**src/rtl/shift_sequencer_pkg.sv**
```systemverilog
// alu_shift_pkg: shared types and the per-step shift_in decode for the
// multi-cycle shift/rotate engine.
// Contents: shift_mode_t, shift_state_t, shift_in_sel().
// Config macro: SHIFT_SEQUENCER_ROTATE_EN. When it is undefined, rotate
// feedback is not compiled and mode 10 behaves as a logical shift.
package alu_shift_pkg;

    typedef enum logic [1:0] {
        LOGICAL = 2'b00,
        ARITH   = 2'b01,
        ROTATE  = 2'b10
    } shift_mode_t;

    typedef enum logic [1:0] {
        IDLE  = 2'b00,
        SHIFT = 2'b01,
        DONE  = 2'b10
    } shift_state_t;

    // Bit entering the vacated end on one step.
    // msb       : current MSB of the working register
    // shift_out : bit leaving the register on this same step
    function automatic logic shift_in_sel(input logic [1:0] mode,
                                          input logic       is_left,
                                          input logic       msb,
                                          input logic       shift_out);
        logic bit_in;
        bit_in = 1'b0;
        case (mode)
            ARITH:   bit_in = is_left ? 1'b0 : msb;
`ifdef SHIFT_SEQUENCER_ROTATE_EN
            ROTATE:  bit_in = shift_out;
`else
            ROTATE:  bit_in = 1'b0;
`endif
            default: bit_in = 1'b0;
        endcase
        return bit_in;
    endfunction

endpackage

```
**src/rtl/shift_sequencer_if.sv**
```systemverilog
// shift_sequencer_if: request/result handshake bundle for shift_sequencer.
// Request side : start_valid/start_ready, operand, amount, is_left_shift, mode
// Result side  : result, carry_out, done_valid/done_ready
// Status       : busy
// master = requester/consumer, slave = the engine.
interface shift_sequencer_if #(
    parameter int WIDTH = 8,
    parameter int AMT_W = 4
);
    logic             start_valid;
    logic             start_ready;
    logic [WIDTH-1:0] operand;
    logic [AMT_W-1:0] amount;
    logic             is_left_shift;
    logic [1:0]       mode;
    logic [WIDTH-1:0] result;
    logic             carry_out;
    logic             done_valid;
    logic             done_ready;
    logic             busy;

    modport master (
        output start_valid, operand, amount, is_left_shift, mode, done_ready,
        input  start_ready, result, carry_out, done_valid, busy
    );

    modport slave (
        input  start_valid, operand, amount, is_left_shift, mode, done_ready,
        output start_ready, result, carry_out, done_valid, busy
    );
endinterface

```
**src/rtl/shift_sequencer_shifter.sv**
```systemverilog
// shifter: single-step, purely combinational one-bit shifter.
// Ports:
//   data_in   in  SIZE : value before the step
//   is_left   in  1    : 1 = shift toward MSB, 0 = toward LSB
//   shift_in  in  1    : bit entering the vacated end
//   data_out  out SIZE : value after the step
//   shift_out out 1    : bit leaving the register
module shifter #(
    parameter int SIZE = 8
) (
    input  logic [SIZE-1:0] data_in,
    input  logic            is_left,
    input  logic            shift_in,
    output logic [SIZE-1:0] data_out,
    output logic            shift_out
);
    always_comb begin
        if (is_left) begin
            data_out  = {data_in[SIZE-2:0], shift_in};
            shift_out = data_in[SIZE-1];
        end else begin
            data_out  = {shift_in, data_in[SIZE-1:1]};
            shift_out = data_in[0];
        end
    end
endmodule

```
**src/rtl/shift_sequencer.sv**
```systemverilog
// shift_sequencer: multi-cycle shift/rotate engine, one bit per clock.
// Ports:
//   clk   in : clock, rising edge
//   rst_n in : synchronous active-low reset
//   bus   slave modport of shift_sequencer_if (request, result, busy)
// Config macro: SHIFT_SEQUENCER_ROTATE_EN enables rotate for mode 10;
// without it mode 10 is a logical shift.
//
// state | meaning
// IDLE  | start_ready high, waiting for a request
// SHIFT | one single-bit step per cycle, counter counts down to 0
// DONE  | done_valid high, result/carry held until done_ready
module shift_sequencer
    import alu_shift_pkg::*;
#(
    parameter int WIDTH = 8,
    parameter int AMT_W = 4
) (
    input  logic               clk,
    input  logic               rst_n,
    shift_sequencer_if.slave   bus
);
    localparam logic [1:0] ST_IDLE  = IDLE;
    localparam logic [1:0] ST_SHIFT = SHIFT;
    localparam logic [1:0] ST_DONE  = DONE;
    localparam logic [AMT_W-1:0] AMT_MAX = AMT_W'(WIDTH);

    logic [1:0]       state;
    logic [WIDTH-1:0] work;
    logic [AMT_W-1:0] cnt;
    logic             is_left_q;
    logic [1:0]       mode_q;
    logic             carry_q;

    logic [AMT_W-1:0] amt_eff;
    logic [WIDTH-1:0] step_data;
    logic             step_in;
    logic             step_out;

    assign amt_eff = (bus.amount > AMT_MAX) ? AMT_MAX : bus.amount;

    // step_out depends only on work, so feeding it back through the decode
    // for rotate does not form a combinational loop.
    assign step_in = shift_in_sel(mode_q, is_left_q, work[WIDTH-1], step_out);

    shifter #(.SIZE(WIDTH)) u_shifter (
        .data_in   (work),
        .is_left   (is_left_q),
        .shift_in  (step_in),
        .data_out  (step_data),
        .shift_out (step_out)
    );

    always_ff @(posedge clk) begin
        if (!rst_n) begin
            state     <= ST_IDLE;
            work      <= '0;
            cnt       <= '0;
            is_left_q <= 1'b0;
            mode_q    <= 2'b00;
            carry_q   <= 1'b0;
        end else begin
            case (state)
                ST_IDLE: begin
                    if (bus.start_valid) begin
                        work      <= bus.operand;
                        cnt       <= amt_eff;
                        is_left_q <= bus.is_left_shift;
                        mode_q    <= bus.mode;
                        carry_q   <= 1'b0;
                        state     <= (amt_eff != '0) ? ST_SHIFT : ST_DONE;
                    end
                end
                ST_SHIFT: begin
                    work    <= step_data;
                    carry_q <= step_out;
                    cnt     <= cnt - AMT_W'(1);
                    if (cnt == AMT_W'(1)) begin
                        state <= ST_DONE;
                    end
                end
                ST_DONE: begin
                    if (bus.done_ready) begin
                        state <= ST_IDLE;
                    end
                end
                default: state <= ST_IDLE;
            endcase
        end
    end

    assign bus.start_ready = (state == ST_IDLE);
    assign bus.done_valid  = (state == ST_DONE);
    assign bus.busy        = (state == ST_SHIFT);
    assign bus.result      = work;
    assign bus.carry_out   = carry_q;
endmodule

```
**src/flat_wrapper.sv**
```systemverilog
// flat-port wrapper written by rule: the top's interface ports become plain ports
module shift_sequencer_flat import alu_shift_pkg::*;
#(
    parameter int WIDTH = 8,
    parameter int AMT_W = 4
)
  (clk, rst_n, bus_start_valid, bus_operand, bus_amount, bus_is_left_shift, bus_mode, bus_done_ready, bus_start_ready, bus_result, bus_carry_out, bus_done_valid, bus_busy);
  shift_sequencer_if #(.WIDTH(WIDTH), .AMT_W(AMT_W)) bus_i ();
  input  logic clk;
  input  logic rst_n;
  input wire logic [$bits(bus_i.start_valid)-1:0] bus_start_valid;
  input wire logic [$bits(bus_i.operand)-1:0] bus_operand;
  input wire logic [$bits(bus_i.amount)-1:0] bus_amount;
  input wire logic [$bits(bus_i.is_left_shift)-1:0] bus_is_left_shift;
  input wire logic [$bits(bus_i.mode)-1:0] bus_mode;
  input wire logic [$bits(bus_i.done_ready)-1:0] bus_done_ready;
  output wire logic [$bits(bus_i.start_ready)-1:0] bus_start_ready;
  output wire logic [$bits(bus_i.result)-1:0] bus_result;
  output wire logic [$bits(bus_i.carry_out)-1:0] bus_carry_out;
  output wire logic [$bits(bus_i.done_valid)-1:0] bus_done_valid;
  output wire logic [$bits(bus_i.busy)-1:0] bus_busy;
  assign bus_i.start_valid = bus_start_valid;
  assign bus_i.operand = bus_operand;
  assign bus_i.amount = bus_amount;
  assign bus_i.is_left_shift = bus_is_left_shift;
  assign bus_i.mode = bus_mode;
  assign bus_i.done_ready = bus_done_ready;
  assign bus_start_ready = bus_i.start_ready;
  assign bus_result = bus_i.result;
  assign bus_carry_out = bus_i.carry_out;
  assign bus_done_valid = bus_i.done_valid;
  assign bus_busy = bus_i.busy;
  shift_sequencer #(.WIDTH(WIDTH), .AMT_W(AMT_W)) u_core (.clk(clk), .rst_n(rst_n), .bus(bus_i));
endmodule
```
**config.mk**
```make
export PLATFORM = sky130hd
export DESIGN_NAME = shift_sequencer_flat
export DESIGN_NICKNAME = d
export VERILOG_FILES = /design/src/rtl/shift_sequencer_pkg.sv /design/src/rtl/shift_sequencer_if.sv /design/src/rtl/shift_sequencer_shifter.sv /design/src/rtl/shift_sequencer.sv /design/src/flat_wrapper.sv
export SDC_FILE = /design/constraint.sdc
export NUM_CORES = 1
export LEC_CHECK = 0
export CAP_MARGIN = 30
export CORE_ASPECT_RATIO = 0.75
export CORE_MARGIN = 1
export CORE_UTILIZATION = 46
export DETAILED_ROUTE_END_ITERATION = 10
export PLACE_DENSITY = 0.76
export SLEW_MARGIN = 10
export SYNTH_ARGS = -nofsm -noshare
export SYNTH_HDL_FRONTEND = slang
export SYNTH_HIERARCHICAL = 1
export SYNTH_SLANG_ARGS = --single-unit
```
**constraint.sdc**
```tcl
create_clock -name clk -period 1.5 [get_ports clk]
set_clock_uncertainty 0.05 [all_clocks]
set_input_delay 0.15 -clock clk [delete_from_list [all_inputs] [get_ports clk]]
set_output_delay 0.15 -clock clk [all_outputs]
set_load 0.05 [all_outputs]
```
==> impl_metrics.ini <==
[floorplanning]
core_mm2 = 0.00207
fp.dieH_um = 43.2
die_w_um = 56.9
die_area_mm2 = 0.00246
io_pins = 31
initial_core_util_pct = 50.3
rows = 14

[min_path]
min_path_cells = 3
min-delay-path-class = primary input to flop

[cts]
clockBufferDepth = 2
ctsRootBufferMaster = clkbuf_4
cts_tree = built
numClockSinks = 18
cts-buffers-inserted = 3
htreeDepth = 1
clk_pin_slew_ps = 110
insertion_delay_ps = 290
cts_setup_buffers = 0

[place]
place_area_mm2 = 0.00141
portBuffers = 30
dp_hpwl_mm = 1.97
place_congestion = 0.870

[final_layout]
syn2layout_area_growth_pct = 41.0
fin_area_mm2 = 0.00147
ff_latch_area_um2 = 367
multi_input_area_um2 = 614
n_fill_cell = 166
drive_gt1_share_pct = 27.3
diodes = 0
layout_common_cells = buf_4 (20), nand2_1 (20), clkdlybuf4s50_1 (18), nor2_1 (18), dfxtp_1 (15)
num-nets-final = 183

[synth]
yosys.cell_types.count = 29
ys_seq_area_share_pct = 34.7
synth_edf_count = 0
syn_inst = 124
yosys_warnings = 6
ys_ff_latch = 18
syn_area_mm2 = 0.00104
avgSynthCellArea_um2 = 8.39
async_flop_share_pct = 0
synth_flop_cell = dfxtp_1
synth_nets = 145

[power_and_ir_drop]
swShare_pct = 39.6
pwr_density_cell_mw_per_mm2 = 1240
vdd_ir_drop_max_uv = 631
p_seq_share_pct = 35.5
p_comb_share_pct = 48.1
switchingPower_uw = 722
clockPowerShare_pct = 16.4
intPower_mw = 1.10
leakagePower_nw = 0.617
p_total_mw = 1.82

[global_routing]
grt_pass1_wl_mm = 4.29
grt_use_total_pct = 23.2
antenna_found_initial = 0
grt_max_degree = 16
grt_pass1_vias = 940
overflow = 0

[critical_path]
worstPathRequired_ps = 1300
reg2reg_depth = 4
start_kind = flop
critPathMaxStageDelay_ps = 420
slowest_stage = dfxtp_4
path_buf_inv = 3
cp.depth = 4
worstSetupEndpointType = output pin
worstPathArrival_ps = 1200
crit_family = flip-flops
cp_cell_sequence = inv_1 -> buf_4 -> nor2_4 -> buf_12
cp_max_fo = 9
path_class = flop to output pin

[routing]
vias = 995
drc_errors = 2
first_pass_iters = 7
via_per_inst = 5.38
antenna_left = 0
drtIter0Drc = 53
drt-wirelength-per-cell_um = 13.8
wl_mm = 2.56

[timing]
max_freq_mhz = 714
holdWs_ps = 375
min_period_ps = 1400
fin_crit_sh_pct = 93.4
slew_viol_final = 0
rsz0062_at_grt = false
relSlewSlack_pct = 77.2
worst_pin_slew_ps = 337
finalSetupViolCount = 0
finalHoldViolations = 0

[run_status]
violations = design-rule violations
status = finished with violations

[job]
drv_cap = 0
[worst reg2reg max path, cell delays in order, from the launching register on]
cell,delay (ps)
dfxtp_2,350
nor4bb_2,370
mux2_4,210
nand2_1,40
a311oi_1,240
[power groups by stage]
stage               clock (mW)  combinational, mW  sequential (mW)
floorplan                    0              0.451            0.764
global placement             0              0.847            0.646
detailed placement           0              0.861            0.651
CTS                      0.304              0.864            0.643
global route             0.330              0.942            0.657
finish                   0.299              0.876            0.647
[cell families after synthesis]
group / synth area share [%]
compound gates: 16.7
fa+ha+maj: 2.41
buf+inv: 7.58
flops: 34.7
mux: 16.8
simple gates: 21.8
[registers in the layout (all words and copies together), names as in the netlist]
signal and cells:
u_core/bus.result 8, u_core/cnt 4, u_core/mode_q 2, u_core/state 2, u_core/bus.carry_out 1, u_core/is_left_q 1
[through the flow]
stage	std cells	utilization, %	setup slack (ps)	setup TNS (ps)
after CTS	185	70.2	14.5	0
after global routing	185	70.9	9.43	0
final	185	70.9	98.6	0
after floorplan	124	-	39.1	0
after global placement	181	68.2	19.2	0
after detailed placement	181	68.2	-77.7	-341
[path summary, 6_finish.rpt]
| path | start | to | slack (ps) |
|---|---|---|---|
| hold / removal | bus_operand[3] | u_core/bus.result[3]$_SDFFE_PN0P_ | 380 |
| hold reg to reg | u_core/mode_q[0]$_SDFFE_PN0P_ | u_core/mode_q[0]$_SDFFE_PN0P_ | 460 |
| setup / recovery | u_core/state[1]$_SDFFE_PN0P_ | bus_done_valid | 100 |
| setup reg to reg | u_core/bus.result[7]$_SDFFE_PN0P_ | u_core/bus.result[7]$_SDFFE_PN0P_ | 140 |
[cell usage after synthesis (2+ instances only)]
library cell	count	area, um2
o21ai_0	4	20.0
a311oi_1	8	70.1
inv_1	6	22.5
buf_2	3	15.0
buf_4	3	22.5
ha_1	2	25.0
o21ai_1	3	15.0
nor3b_1	2	15.0
mux2_4	9	135
nand2_1	20	75.1
mux2i_1	4	40.0
dfxtp_1	18	360
a21oi_1	8	40.0
nor2_1	19	71.3
[timing repair]
| action | in CTS | in global routing |
|---|---|---|
| hold buffers | 0 | 0 |
| endpoints found under the setup margin | 2 | 4 |
| resized for setup | 3 | 5 |
[final cells by class]
| class | count | area share (%) |
|---|---|---|
| multi-input combinational | 91 | 41.9 |
| sequential | 18 | 25.0 |
| tap | 24 | 2.05 |
| inverter | 7 | 1.96 |
| clock buffer | 4 | 2.47 |
| timing repair buffer | 41 | 26.6 |
[metal layers]
layer	part of all wire [%]	global-route usage [%]
met1	50	32.2
met4	0.39	4.39
met3	5.4	5.49
met5	0	0
met2	44	36.7
(Power assumes the default switching activity.)
